<file path="src/rtl/stopwatch_pkg.sv">
// rtl/stopwatch_pkg.sv - shared types and constants for the BCD stopwatch
// Purpose: control-state enum, BCD digit type and digit limits used by
//          stopwatch_bcd and bcd_digit.
// Ports:   none (package)
package stopwatch_pkg;

  typedef enum logic [1:0] {
    IDLE  = 2'd0,
    RUN   = 2'd1,
    PAUSE = 2'd2
  } state_t;

  typedef logic [3:0] bcd_t;

  localparam int SEC_TENS_MAX = 5;
  localparam int DIGIT_MAX    = 9;

endpackage

</file>
<file path="src/rtl/bcd_digit.sv">
// rtl/bcd_digit.sv - one up/down BCD digit with carry/borrow for cascading
// Purpose: a single decimal digit counting 0..MAX, stepping on en in the
//          direction given by up, wrapping at the limits.
// Ports:   clk, rst (async, active high)
//          en     - step this digit in the current cycle
//          up     - 1 = increment, 0 = decrement
//          clr    - synchronous clear to 0, overrides en
//          q      - digit value
//          carry  - en & up & at MAX   (next digit must step up)
//          borrow - en & ~up & at 0    (next digit must step down)
module bcd_digit
  import stopwatch_pkg::*;
#(
  parameter int MAX = DIGIT_MAX
) (
  input  logic clk,
  input  logic rst,
  input  logic en,
  input  logic up,
  input  logic clr,
  output bcd_t q,
  output logic carry,
  output logic borrow
);

  localparam bcd_t TOP = bcd_t'(MAX);

  always_ff @(posedge clk or posedge rst) begin
    if (rst) begin
      q <= '0;
    end else if (clr) begin
      q <= '0;
    end else if (en) begin
      if (up) begin
        q <= (q == TOP) ? '0 : q + 4'd1;
      end else begin
        q <= (q == '0) ? TOP : q - 4'd1;
      end
    end
  end

  assign carry  = en & up & (q == TOP);
  assign borrow = en & ~up & (q == '0);

endmodule

</file>
<file path="src/rtl/stopwatch_bcd.sv">
// rtl/stopwatch_bcd.sv - MM:SS BCD stopwatch with run/pause control and optional lap hold
// Purpose: counts 1 Hz ticks up or down in BCD, MM from 00 to MIN_MAX.
//          Optional lap hold compiled in when STOPWATCH_LAP_EN is defined.
// Ports:   clk, rst (async, active high)
//          tick       - 1 Hz enable pulse
//          start_stop - toggles IDLE->RUN, RUN->PAUSE, PAUSE->RUN
//          clr        - zero the count and return to IDLE (highest priority)
//          up         - direction level, 1 = up
//          lap        - toggles the display hold (lap build only)
//          sec0, sec1, min0, min1 - BCD display digits
//          running    - state is RUN
//          wrap       - one-cycle pulse on rollover MIN_MAX:59 -> 00:00
//          done       - one-cycle pulse when a down-count ends at 00:00
module stopwatch_bcd
  import stopwatch_pkg::*;
#(
  parameter int MIN_MAX = 59
) (
  input  logic       clk,
  input  logic       rst,
  input  logic       tick,
  input  logic       start_stop,
  input  logic       clr,
  input  logic       up,
  input  logic       lap,
  output logic [3:0] sec0,
  output logic [3:0] sec1,
  output logic [3:0] min0,
  output logic [3:0] min1,
  output logic       running,
  output logic       wrap,
  output logic       done
);

  localparam bcd_t MIN_TENS_MAX = bcd_t'(MIN_MAX / 10);
  localparam bcd_t MIN_ONES_MAX = bcd_t'(MIN_MAX % 10);

  state_t state, state_next;
  bcd_t   ls0, ls1, lm0, lm1;
  logic   c0, c1, c2, c3, b0, b1, b2, b3;
  logic   count_en, at_top, at_zero, at_one;
  logic   wrap_hit, done_hit, digits_clr;
  logic [15:0] live;

  assign count_en = tick & (state == RUN) & ~clr;

  assign at_zero = (lm1 == '0) && (lm0 == '0) && (ls1 == '0) && (ls0 == '0);
  assign at_one  = (lm1 == '0) && (lm0 == '0) && (ls1 == '0) && (ls0 == 4'd1);
  assign at_top  = (lm1 == MIN_TENS_MAX) && (lm0 == MIN_ONES_MAX) &&
                   (ls1 == bcd_t'(SEC_TENS_MAX)) && (ls0 == bcd_t'(DIGIT_MAX));

  assign wrap_hit = count_en & up & at_top;
  // Down-count from 00:01 or 00:00 both end at 00:00; loading zero covers
  // both and keeps the digits from borrowing past 00:00.
  assign done_hit   = count_en & ~up & (at_zero | at_one);
  assign digits_clr = clr | wrap_hit | done_hit;

  // Minute ones count to 9 as a plain digit; the MIN_MAX:59 limit is
  // enforced by digits_clr, so the minutes never pass MIN_MAX.
  bcd_digit #(.MAX(DIGIT_MAX)) u_sec0 (
    .clk(clk), .rst(rst), .en(count_en), .up(up), .clr(digits_clr),
    .q(ls0), .carry(c0), .borrow(b0));
  bcd_digit #(.MAX(SEC_TENS_MAX)) u_sec1 (
    .clk(clk), .rst(rst), .en(c0 | b0), .up(up), .clr(digits_clr),
    .q(ls1), .carry(c1), .borrow(b1));
  bcd_digit #(.MAX(DIGIT_MAX)) u_min0 (
    .clk(clk), .rst(rst), .en(c1 | b1), .up(up), .clr(digits_clr),
    .q(lm0), .carry(c2), .borrow(b2));
  bcd_digit #(.MAX(MIN_MAX / 10)) u_min1 (
    .clk(clk), .rst(rst), .en(c2 | b2), .up(up), .clr(digits_clr),
    .q(lm1), .carry(c3), .borrow(b3));

  logic carry_unused;
  assign carry_unused = c3 | b3;

  always_ff @(posedge clk or posedge rst) begin
    if (rst) begin
      state <= IDLE;
      wrap  <= 1'b0;
      done  <= 1'b0;
    end else begin
      state <= state_next;
      wrap  <= wrap_hit;
      done  <= done_hit;
    end
  end

  always_comb begin
    state_next = state;
    if (clr || done_hit) begin
      state_next = IDLE;
    end else if (start_stop) begin
      case (state)
        IDLE:    state_next = RUN;
        RUN:     state_next = PAUSE;
        PAUSE:   state_next = RUN;
        default: state_next = IDLE;
      endcase
    end
  end

  assign running = (state == RUN);
  assign live    = {lm1, lm0, ls1, ls0};

`ifdef STOPWATCH_LAP_EN
  logic        hold_on;
  logic [15:0] hold_q;

  always_ff @(posedge clk or posedge rst) begin
    if (rst) begin
      hold_on <= 1'b0;
      hold_q  <= '0;
    end else if (clr) begin
      hold_on <= 1'b0;
    end else if (lap) begin
      if (hold_on) begin
        hold_on <= 1'b0;
      end else begin
        hold_on <= 1'b1;
        hold_q  <= live;
      end
    end
  end

  assign {min1, min0, sec1, sec0} = hold_on ? hold_q : live;
`else
  logic lap_unused;
  assign lap_unused = lap;
  assign {min1, min0, sec1, sec0} = live;
`endif

endmodule

</file>
<file path="config.mk">
export PLATFORM = sky130hd
export DESIGN_NAME = stopwatch_bcd
export DESIGN_NICKNAME = d
export VERILOG_FILES = /design/src/rtl/stopwatch_pkg.sv /design/src/rtl/bcd_digit.sv /design/src/rtl/stopwatch_bcd.sv
export SDC_FILE = /design/constraint.sdc
export NUM_CORES = 1
export LEC_CHECK = 0
export CAP_MARGIN = 0
export CORE_ASPECT_RATIO = 1.5
export CORE_MARGIN = 2
export CORE_UTILIZATION = 35
export DETAILED_ROUTE_END_ITERATION = 10
export PLACE_DENSITY_LB_ADDON = 0.2
export REMOVE_ABC_BUFFERS = 1
export SLEW_MARGIN = 20
export SYNTH_ARGS = -nofsm -noshare
export SYNTH_HDL_FRONTEND = slang
export SYNTH_SLANG_ARGS = --single-unit
export TNS_END_PERCENT = 20
</file>
<file path="constraint.sdc">
create_clock -name clk -period 2.11 [get_ports clk]
set_input_delay 0.3165 -clock clk [delete_from_list [all_inputs] [get_ports clk]]
set_output_delay 0.3165 -clock clk [all_outputs]
set_load 0.01 [all_outputs]
</file>
; Word-level counts from Yosys, hierarchy flattened
; Index checks and enable logic that the tools add are counted.
[word_totals]
register_bits = 20
output_inout_bits = 19
[op_classes]
addsub = 8
eq_ne = 7
muxes = 23
bitwise_logic = 24
n_reduce_logical = 19
[op_table]
columns = op, count
row1 = $mux 4, 20
row2 = $add 4x1->4 const B, 4
row3 = $and 1x1->1, 16
row4 = $logic_not 4->1, 4
row5 = $sub 4x1->4 const B, 4
row6 = $reduce_bool 2->1, 5
row7 = $eq 4x3->1 const B, 2
row8 = $eq 4x4->1 const B, 2
row9 = $logic_and 1x1->1, 7
row10 = $or 1x1->1, 6
row11 = $eq 4x1->1 const B, 1
row12 = $mux 2, 2
row13 = $pmux 2 s2, 1
row14 = $eq 2x1->1 const B, 1
row15 = $eq 2x2->1 const B, 1
row16 = $logic_not 2->1, 1
row17 = $not 1->1, 2
row18 = $reduce_or 2->1, 1
row19 = $logic_or 1x1->1, 1

; Depth between registers and ports, before layout
; Gate-level depths: netlist of the first run.
[depth]
ltp_word = 14
mapped_depth = 8
depth_no_buf = 6

; Hierarchy
; A second synthesis of the first run with hierarchy kept.
[unflattened]
hier_cells = 209
hier_area_um2 = 1780.5
[by_module_without_submodules]
columns = module, instances, cells_each, area_per_inst_um2
row1 = bcd_digit at u_min1 ..., 2, 50, 385.4
row2 = bcd_digit at u_min0 ..., 2, 40, 355.3
row3 = stopwatch_bcd, 1, 29, 299.0

; Worst setup path before layout of the first run
; No wires, ideal clock.
[synth_path]
kind = reg2reg
from = register u_sec1.q[0]
to = register u_min1.q[1]
setup_time_ps = 87
arrival_ps = 1930
t_required_ps = 2023
setup_slack_ps = 93
path_stages_with_launch = 7
cell_sequence = dfrtp_1 inv_1 ha_1 nor4b_2 a32oi_4 or4_4 a211oi_2
[synth_via]
elab_chain_len = 7
[synth_lines]
columns = element, line_no
row1 = start: declaration, bcd_digit.sv:21  ; output bcd_t q,
row2 = start signal: assignment, bcd_digit.sv:35  ; q <= (q == TOP) ? '0 : q + 4'd1;
row3 = start signal: assignment, bcd_digit.sv:37  ; q <= (q == '0) ? TOP : q - 4'd1;
row4 = $eq 4x3->1 or $logic_not 4->1 (tied branches), -
row5 = "$and 1x1->1, or another cell as far along", bcd_digit.sv:42  ; assign carry = en & up & (q == TOP);
row6 = "$or 1x1->1, or another cell as far along", stopwatch_bcd.sv:67  ; .clk(clk), .rst(rst), .en(c1 | b1), .up(up), .clr(digits_clr),
row7 = "$and 1x1->1, or another cell as far along (2 in series)", bcd_digit.sv:42
row8 = $or 1x1->1 (on tied branches), "stopwatch_bcd.sv:70, stopwatch_bcd.sv:56"
row9 = $reduce_bool 2->1 (no line) or $mux 4 (tied branches), -
row10 = end signal: assignment, bcd_digit.sv:35
row11 = end signal: assignment, bcd_digit.sv:37
row12 = end: declaration, bcd_digit.sv:21
; Several ways; a longest one is shown, not always the timed one.
; A chain may end at the register's enable or synchronous reset.

; Worst setup path in the final report of the first run
[layout_path]
from = register u_sec1.q[0]
to = register u_min1.q[2]
; Same word-level chain as after synthesis.

==> flow_summary.ini, run 1 <==
[outcome]
outcome = completed

[logic_synthesis]
synth_edf_count = 0
yosysMostFrequentCell = dfrtp_1
ys_ff_latch = 20
synthArstFlopShare_pct = 100.0
yosys_warnings = 0
synth_top_cells_by_area = dfrtp_1 (31%), nor2_1 (3.3%), a211oi_2 (3.1%), a211oi_1 (2.8%), o31ai_1 (2.8%)
synth.top_cell.area_share_pct = 31.30
ys_types = 54
syn_avg_cell_area_um2 = 9.034
ys_seq_area_share_pct = 31.30
synth_ff_type = dfrtp_1
syn_inst = 177
synth_common_cells = dfrtp_1 (20), nor2_1 (14), a21oi_1 (8), nand2_1 (8)
synth_area_um2 = 1599
synth_top_area_cell = dfrtp_1

[cts]
postCtsResizedCells = 0
hold_buffers = 0
cts_buffer_depth = 2
post-cts-setup-buffers = 0
root_buffer = clkbuf_8
clk_pin_slew_ns = 0.08
tritoncts = yes
worstSkewPairLatency_ns = 0.26
cts.sinks = 20
htreeDepth = 1
cts_made_buffers = 3

[grt]
antenna_found_initial = 0
grtUsageTotal_pct = 18.37
grt-ovfl-total = 0
grt_pass1_wl_um = 7445
grt_pass1_vias = 1601
grt_max_degree = 21

[sta]
slew_headroom_pct = 67.27
final-setup-viol-count = 0
holdWs_ns = 0.3815
min_period_ns = 1.988
slew_viol_final = 0
rsz0062_at_grt = no
fin_crit_sh_pct = 94.21
timing.fmax_mhz = 503.0
clock_skew_ns = 0.001284
fin_ws_ns = 0.1221
hold_viol_final = 0
worstMarginPinSlew_ns = 0.4865

[die]
die_x_um = 59.19
rows = 30
fp.dieH_um = 86.78
dieArea_um2 = 5137
io_pins = 26
core_area_um2 = 4467
initial_core_util_pct = 35.80

[worst_setup_path]
critPathRequiredTime_ns = 2.28
criticalPathCategory = reg -> reg
cp-end-kind = flip-flop
critPathLaunchType = flip-flop
arrival_ns = 2.16
cp_max_fo = 11

[layout]
diodes = 0
layoutNonFillerInstCount = 265
drive_gt1_share_pct = 25.81
nets = 229
synthToLayoutAreaGrowth_pct = 32.63
fill_cells = 432

[routing]
firstDrtPassIters = 4
drtIter0Drc = 66
routed_wirelength_um = 4411
wl_per_cell_um = 16.65
viasPerCell = 5.891
vias = 1561
ant_nets = 0
drcViolationCount = 0

[placement]
routabilityCongestion = 0.7904
portBuffers = 24
dp_slack_ns = -0.1965
place_hpwl_um = 3269
dp_cells = 262

[power_and_ir_drop]
p_leak_uw = 0.0008598
ir_drop_mv = 0.1584
powerDensity_nw_per_um2 = 401.1
finalPower_uw = 850.6

[job]
maxCapViolCount = 0

[hold_path]
hp-class = in -> async
final timing paths:
kind | slack (ns) | startpoint | cells past startpoint | end
worst max-delay path | 0.12 | u_sec1.q[0] | 7 | u_min1.q[2]
worst min-delay path | 0.38 | rst | 3 | wrap
worst max register to register | 0.12 | u_sec1.q[0] | 7 | u_min1.q[2]
worst min register to register | 0.59 | state[1] | 2 | state[1]
max in group asynchronous | 1.51 | rst | 3 | u_sec1.q[0]
min in group clk | 0.59 | state[1] | 2 | state[1]
registers in the layout, indices dropped and copies added (netlist names):
signal / count
state: 2
wrap: 1
u_sec0.q: 4
u_min0.q: 4
u_min1.q: 4
done: 1
u_sec1.q: 4
cells in the final DEF, fill, tap and decap left out, types with 5 or more instances in the layout:
cell and count:
and3_1 5, nor2b_1 5, nand2_1 8, a211oi_2 5, clkdlybuf4s50_1 23, nor2_1 14, dfrtp_1 20, o21ai_0 7
a211oi_1 5, buf_4 30, a21oi_1 8, o31ai_1 6, nor3_1 7
stage by stage:
| stage | cell area (um^2) | TNS [ns] | utilization, % |
|---|---|---|---|
| floorplan | 1495 | 0 | - |
| global placement | 2028 | -2.076 | 45.41 |
| detailed placement | 2028 | -2.277 | 45.41 |
| CTS | 2069 | 0 | 46.33 |
| global route | 2121 | 0 | 47.48 |
| finish | 2121 | 0 | 47.48 |
per-layer routing:
metal	track usage, %	wire length (um)	vias up
met5	0	0	-
met2	33.47	2458	20
met1	22.04	1842	783
met3	1.493	69	4
li1	-	-	754
met4	5.785	42	0
worst max-delay path: stages (launching register included):
cell and delay [ns]:
dfrtp_1 0.41, inv_1 0.09, ha_2 0.20, nor4b_4 0.19, buf_4 0.17, a32oi_4 0.10, or4_4 0.56, a211oi_2 0.20
cell families after synthesis:
logic type	share of synthesized area [%]
xor+xnor	2.739
compound gates	25.04
mux	1.330
flops	31.30
fa+ha+maj	2.348
buf+inv	7.199
simple gates	30.05
area by class of cell:
cell class              instances  area [um^2]  share of cell area [%]
well taps                      48        60.06                   2.832
clock buffers                   3        41.29                   1.947
flip-flops and latches         20        500.5                   23.60
multi-input cells             136         1028                   48.50
repair buffers                 55        479.2                   22.60
inverters                       3        11.26                  0.5310
power breakdown:
group,total (uW),switching [uW],internal [uW]
logic,194,98.1,95.9
clock network,256,129,127
registers,401,10.0,391
(Power assumes the default switching activity.)
==> run 2: changes to the inputs <==
clock period = 2 ns   (was 2.11 ns; I/O delays follow)
==> flow_summary.ini, run 2 (synthesis gave the netlist of run 1 again) <==
[cts]
root_buffer = clkbuf_8
cts_made_buffers = 3
tritoncts = yes
htreeDepth = 1
cts.sinks = 20
cts_buffer_depth = 2
clk_pin_slew_ns = 0.09
worstSkewPairLatency_ns = 0.26

[grt]
grt-ovfl-total = 0
grt_pass1_vias = 1547
grt_max_degree = 21
grt_pass1_wl_um = 7396
antenna_found_initial = 0
grtUsageTotal_pct = 18.28

[worst_setup_path]
rr_endpoint = u_min0.q[3]
r2r_setup_slack_ns = 0.04
arrival_ns = 2.13
critPathLaunchType = flip-flop
r2r_cells = 7
crit_start = u_sec1.q[0]
crit_path_end = u_min0.q[3]
r2r_start = u_sec1.q[0]
cp-end-kind = flip-flop
criticalPathCategory = reg -> reg
critPathRequiredTime_ns = 2.17
cp_max_fo = 13

[sta]
final-setup-viol-count = 0
timing.fmax_mhz = 510.5
slew_headroom_pct = 71.47
holdWs_ns = 0.3617
hold_viol_final = 0
fin_crit_sh_pct = 97.95
clock_skew_ns = 0.009970
rsz0062_at_grt = yes
fin_setup_tns_ns = 0
worstMarginPinSlew_ns = 0.4279
min_period_ns = 1.959
slew_viol_final = 0

[routing]
wl_per_cell_um = 16.19
drcViolationCount = 0
ant_nets = 0
viasPerCell = 5.822
firstDrtPassIters = 4
vias = 1601
routed_wirelength_um = 4451
drtIter0Drc = 77

[layout]
final_core_util_pct = 49.55
nets = 238
final_cell_mix = buf_4 (40), clkdlybuf4s50_1 (23), dfrtp_1 (20)
synthToLayoutAreaGrowth_pct = 38.42
drive_gt1_share_pct = 29.96
layout_commonest_cell = buf_4
fill_cells = 424
diodes = 0

[placement]
routabilityCongestion = 0.7888
place_hpwl_um = 3467
portBuffers = 24

[die]
fp.dieH_um = 86.78
core_area_um2 = 4467
io_pins = 26
initial_core_util_pct = 35.80
die_x_um = 59.19
dieArea_um2 = 5137
rows = 30

[power_and_ir_drop]
finalPower_uw = 1042
ir_drop_mv = 0.2832
p_leak_uw = 0.0009110
powerDensity_nw_per_um2 = 470.9

[outcome]
outcome = completed

[hold_path]
hp-class = in -> async

[job]
maxCapViolCount = 0
## run 2: cell count changes in the layout (fill, tap and decap cells not counted), sizes merged
cell,before,now
dlymetal6s2s,1,0
dlygate4sd2,0,1
bufinv,0,1
buf,31,40
## run 2: cell type report
type	count	area [um^2]	share of cell area [%]
Multi-Input combinational cell	136	1031	46.58
Timing Repair Buffer	64	539.3	24.36
Sequential cell	20	500.5	22.61
Tap cell	48	60.06	2.713
Clock buffer	3	41.29	1.865
Clock inverter	1	30.03	1.357
Inverter	3	11.26	0.5088
## run 2: metrics by stage
stage / area [um^2] / cells / setup slack (ns)
floorplan: 1495 / 159 / -0.08600
global placement: 2088 / 270 / -0.2466
detailed placement: 2088 / 270 / -0.3318
CTS: 2205 / 275 / 0.02934
global route: 2213 / 275 / -0.06853
finish: 2213 / 275 / 0.04110
## run 2: routing by layer
| metal | global-route usage, % | share of wire, % |
|---|---|---|
| met1 | 22.16 | 40 |
| met2 | 33.27 | 56 |
| met3 | 1.940 | 2.9 |
| met4 | 4.752 | 1.2 |
| met5 | 0 | 0 |
## run 2: worst min path at each step
stage,from,endpoint,slack (ns),depth (start not counted)
after floorplan,rst,done,0.26,1
after global placement,state[1],state[1],0.54,2
after detailed placement,state[1],state[1],0.59,2
after CTS,rst,u_min1.q[2],0.37,3
after global routing,rst,u_min1.q[0],0.40,3
final,rst,u_min1.q[0],0.36,3
## run 2: timing repair
| item | CTS | global route |
|---|---|---|
| resized for setup | 11 | 3 |
| hold buffers | 0 | 0 |
| endpoints found under the setup margin | 8 | 6 |
| pin swaps | 2 | 2 |
| setup buffers | 1 | 0 |
## run 2: critical path, cell delays in order, from the launching register on
cell and delay [ns]:
dfrtp_1 0.41, inv_2 0.09, ha_4 0.14, nor4b_4 0.20, buf_4 0.17, a32oi_4 0.10
or4_1 0.54, a211oi_2 0.23
## run 2: report_power, final
part           internal [uW]  total [uW]  switching (uW)
registers                412         422            10.0
clock network            267         411             144
logic                    104         209             106
total                    783        1040             259
==> RTL change 1: new RTL, settings of run 2 <==
The option `STOPWATCH_LAP_EN` is turned on by a define.
--- a/src/rtl/stopwatch_bcd.sv
+++ b/src/rtl/stopwatch_bcd.sv
@@ -13,2 +13,4 @@
 //          done       - one-cycle pulse when a down-count ends at 00:00
+`define STOPWATCH_LAP_EN
+
 module stopwatch_bcd
Check against the original RTL: not equivalent (a bounded check fails within 4 cycles, from zero or initial values and one cycle with rst high).
==> RTL change 1 against run 2 <==
Synthesized cell count increased by 37%; clock power increased by 53%; non-clock buffer count unchanged; total power increased by 62%; synthesized area increased by 42%; sequential cell count increased by 17; setup slack improved by 0.037 ns; wire length increased by 25%; cell area increased by 34%; highest routed layer unchanged.
==> RTL change 1: results (changes against run 2) <==
Post-CTS Resized 0 (was 11); first-iteration detailed-routing DRC count 60 (was 77); met2 WL 2.937 mm (was 2.473 mm); cell family contributing the most delay on the critical path simple AND/OR/NAND/NOR gates (unchanged); Antenna Diode Count 0 (unchanged); clk_skew 0.004895 ns (was 0.009970 ns); synth unique cells 51 (was 54); register area share after synthesis 40.88% (was 31.30%); YS warnings 0 (unchanged); largest net degree at the start of global routing 38 (was 21); vias in the first global route 1966 (was 1547); post-DP HPWL 3.912 mm (was 3.467 mm); reg2reg setup slack 0.08 ns (was 0.04 ns); most frequent cells after synthesis dfrtp_1, mux2_2, nor2_1 (was dfrtp_1, nor2_1, a21oi_1, nand2_1); Slowest Stage Delay on Critical Path 0.40 ns (was 0.54 ns); top sig layer met4 (unchanged); Top reg by flops hold_q; Post-Syn Area per Cell 9.320 um^2 (was 9.034 um^2); R2R Path Start u_sec1.q[1]$_DFFE_PP0P_ (was u_sec1.q[0]$_DFFE_PP0P_); VDD IR max 0.2889 mV (was 0.2832 mV); max reg flops 16; worst skew pair latency 0.29 ns (was 0.26 ns); ranking of synthesized cells by area dfrtp_1, mux2_2, o21ai_0 (was dfrtp_1, nor2_1, a211oi_2); met3 routed WL 170 um (was 127 um); relative slew slack 66.79% (was 71.47%); outcome finished clean (unchanged); CTS H-tree lvls 2 (was 1); IO buf count 25 (was 24); met2 Usage GRT 30.99% (was 33.27%); clk slew on worst S/H paths 0.07 ns (was 0.09 ns); Max FO, Critical Path 4 (was 13); # Post-CTS Setup Buffers 0 (was 1); GPL Wtd Cong 0.8097 (was 0.7888); first-pass GRT wire length 9.163 mm (was 7.396 mm); asr flop ratio synth 100.0% (unchanged); initial antenna violation count 0 (unchanged); DRT met1 WL 2.360 mm (was 1.797 mm); dpl ws -0.1896 ns (was -0.3318 ns); routed length per instance 15.02 um (was 16.19 um); filler-free cell count of the finished design 369 (was 275); R2R Path End u_min1.q[2]$_DFFE_PP0P_ (was u_min0.q[3]$_DFFE_PP0P_); # fillers 627 (was 424); dpl cells 362 (was 270); static leakage 1.486 nW (was 0.9110 nW); Hold/Removal Path Class in2async (unchanged); TritonCTS buffer count 5 (was 3); Via density 5.282 (was 5.822); reg2reg path depth 8 (was 7); DRT Pass-1 Iters 4 (unchanged); M3 GR Usage 2.933% (was 1.940%); share of layout cells above drive strength 1 29.49% (was 29.96%); GR Util met1 18.29% (was 22.16%); Root Driver clkbuf_8 (unchanged); Synth Flop Type dfrtp_1 (unchanged); CTS max path bufs 2 (unchanged); Crit-path slowest cell dfrtp_1 (was or4_1); Overall Global Routing Usage 16.29% (was 18.28%); Final nets 305 (was 238)
-- RTL change 1: cell type report --
class	count	area (um^2)	share of cell area (%)
clock buffer	5	68.82	2.318
sequential	37	927.1	31.23
clock inverter	2	35.03	1.180
tap	74	92.59	3.118
multi-input combinational	178	1231	41.47
inverter	9	33.78	1.138
timing repair buffer	64	580.6	19.55
-- RTL change 1: kinds of logic after synthesis --
group                      share of synthesized area (%)
AOI/OAI and AO/OA                                  16.19
xor gates and xnor gates                           2.707
adders and majority gates                          1.658
buffers and inverters                              5.138
DFF                                                40.88
muxes                                              13.81
and+or+nand+nor                                    19.61
-- RTL change 1: worst max-delay path by stage --
| stage | from | end | slack, ns |
|---|---|---|---|
| global placement | clr | u_min1.q[1]$_DFFE_PP0P_ | -0.17 |
| detailed placement | up | u_sec1.q[0]$_DFFE_PP0P_ | -0.19 |
| finish | u_sec1.q[1]$_DFFE_PP0P_ | u_min1.q[2]$_DFFE_PP0P_ | 0.08 |
| floorplan | u_sec1.q[0]$_DFFE_PP0P_ | u_min1.q[1]$_DFFE_PP0P_ | -0.04 |
| CTS | hold_on$_DFFE_PP0P_ | sec0[0] | 0.003 |
| global route | u_sec1.q[0]$_DFFE_PP0P_ | u_min1.q[2]$_DFFE_PP0P_ | -0.04 |
-- RTL change 1: power by group --
group          switching, W  internal (W)
sequential        0.0000165      0.000769
clock              0.000267      0.000362
combinational      0.000142      0.000136
-- RTL change 1: stage by stage --
step           instance area (um^2)  utilization [%]   power, W  hold slack (ns)
3_3_place_gp                   2830            45.51   0.001077           0.4826
4_1_cts                        2934            47.18   0.001727           0.4430
2_1_floorplan                  2182                -  0.0009473           0.3663
3_5_place_dp                   2830            45.51   0.001081           0.4920
6_report                       2969            47.75   0.001693           0.4150
5_1_grt                        2969            47.75   0.001782           0.5096
==> RTL change 2: new RTL, flow settings as in run 2 <==
Made on the original files. The 3 states of `state_t` get a one-hot encoding in 3 bits.
--- a/src/rtl/stopwatch_pkg.sv
+++ b/src/rtl/stopwatch_pkg.sv
@@ -6,6 +6,6 @@
 
-  typedef enum logic [1:0] {
-    IDLE  = 2'd0,
-    RUN   = 2'd1,
-    PAUSE = 2'd2
+  typedef enum logic [2:0] {
+    IDLE  = 3'b001,
+    RUN   = 3'b010,
+    PAUSE = 3'b100
   } state_t;
Function: same outputs for any inputs over 10 cycles, from zero or initial values and one cycle with rst high; not proved beyond that.
==> RTL change 2 against run 2 <==
Synthesized area grew 12%; final cell count is 25% higher; total power fell by 15%; die area increased by 11%; setup slack got worse by 0.029 ns; largest cell class unchanged; highest routed layer unchanged; wire length rose by 8.7%; critical path depth stayed put; sequential cell count is 1 higher; cell area grew 14%.
==> RTL change 2: results (changes against run 2) <==
outcome finished clean (unchanged); R2R Path Start u_sec1.q[1]$_DFFE_PP0P_ (was u_sec1.q[0]$_DFFE_PP0P_); Via density 5.297 (was 5.822); largest net degree at the start of global routing 16 (was 21); first-iteration detailed-routing DRC count 60 (was 77); post-DP HPWL 3.752 mm (was 3.467 mm); Arr. time, crit path 2.15 ns (was 2.13 ns); reg2reg setup slack 0.02 ns (was 0.04 ns); # fillers 507 (was 424); VDD IR max 0.2234 mV (was 0.2832 mV); vias in the first global route 1745 (was 1547); Overall Global Routing Usage 17.36% (was 18.28%); relative slew slack 63.16% (was 71.47%); Crit-path slowest cell clkdlybuf4s50_1 (was or4_1); Final nets 295 (was 238); Cell Int Power 0.0006470 W (was 0.0007829 W); first-pass GRT wire length 8.066 mm (was 7.396 mm); Max FO, Critical Path 5 (was 13); GPL Wtd Cong 0.8087 (was 0.7888); share of layout cells above drive strength 1 28.06% (was 29.96%); Crit. Startpoint up (was u_sec1.q[0]$_DFFE_PP0P_); register area share after synthesis 29.44% (was 31.30%); Hold/Removal Path Class in2async (unchanged); static leakage 1.063 nW (was 0.9110 nW); ranking of synthesized cells by area dfrtp_1, ha_1, nand2_1 (was dfrtp_1, nor2_1, a211oi_2); asr flop ratio synth 100.0% (unchanged); routed length per instance 14.07 um (was 16.19 um); Slowest Stage Delay on Critical Path 0.52 ns (was 0.54 ns); most frequent cells after synthesis nand2_1, dfrtp_1, nor2_1 (was dfrtp_1, nor2_1, a21oi_1, nand2_1); clk_skew 0.002186 ns (was 0.009970 ns); Critical Path Sink u_min1.q[2]$_DFFE_PP0P_ (was u_min0.q[3]$_DFFE_PP0P_)
-- RTL change 2: metal layers --
layer / global-route usage [%] / wire length, um / up-vias
li1: - / - / 903
met1: 19.78 / 2078 / 878
met2: 33.42 / 2604 / 37
met3: 1.611 / 104 / 4
met4: 5.556 / 51 / 0
met5: 0 / 0 / -
-- RTL change 2: repair_timing --
action                                  4_1_cts  5_1_grt
endpoints found under the setup margin        4       19
gates cloned                                  0        0
resized for setup                             1        7
buffers inserted                              1        3
pin swaps                                     1        5
-- RTL change 2: stage by stage --
step | setup TNS, ns | instance area [um^2] | worst slack, ns | hold WS, ns | std cells
2_1_floorplan | -3.201 | 1732 | -0.3441 | 0.2758 | 200
3_3_place_gp | -1.820 | 2400 | -0.2127 | 0.5927 | 336
3_5_place_dp | -2.056 | 2400 | -0.2266 | 0.6020 | 336
4_1_cts | 0 | 2459 | 0.003368 | 0.3258 | 341
5_1_grt | -0.8206 | 2524 | -0.1108 | 0.3535 | 344
6_report | 0 | 2524 | 0.01237 | 0.3115 | 344
-- RTL change 2: cell type report --
class                      count  area share (%)
clock buffer                   4           1.785
inverter                      14           2.082
multi-input combinational    165           47.10
sequential                    21           20.87
tap                           66           3.272
timing repair buffer          74           24.89
-- RTL change 2: power by group through the flow --
stage                     Sequential (W)  Combinational, W  Clock [W]
after global placement          0.000448          0.000144          0
after floorplan                 0.000449         0.0000683          0
after detailed placement        0.000448          0.000145          0
final                           0.000440          0.000152   0.000292
after global routing            0.000441          0.000166   0.000315
after CTS                       0.000440          0.000147   0.000301
-- RTL change 2: critical path, delay by kind of cell --
family / cells / cell delay (ns)
muxes: 1 / 0.22
buffers and inverters: 2 / 0.72
and+or+nand+nor: 3 / 0.54
AOI/OAI and AO/OA: 1 / 0.36
-- RTL change 2: kinds of logic (layout without fill, tap and decap cells) --
| group | count (synthesis) | in the layout | share of synthesized area, % |
|---|---|---|---|
| muxes | 6 | 6 | 3.357 |
| xor gates and xnor gates | 3 | 3 | 1.469 |
| DFF | 21 | 21 | 29.44 |
| adders and majority gates | 9 | 9 | 6.294 |
| buffers and inverters | 25 | 92 | 6.154 |
| and+or+nand+nor | 93 | 93 | 30.35 |
| AOI/OAI and AO/OA | 54 | 54 | 22.94 |
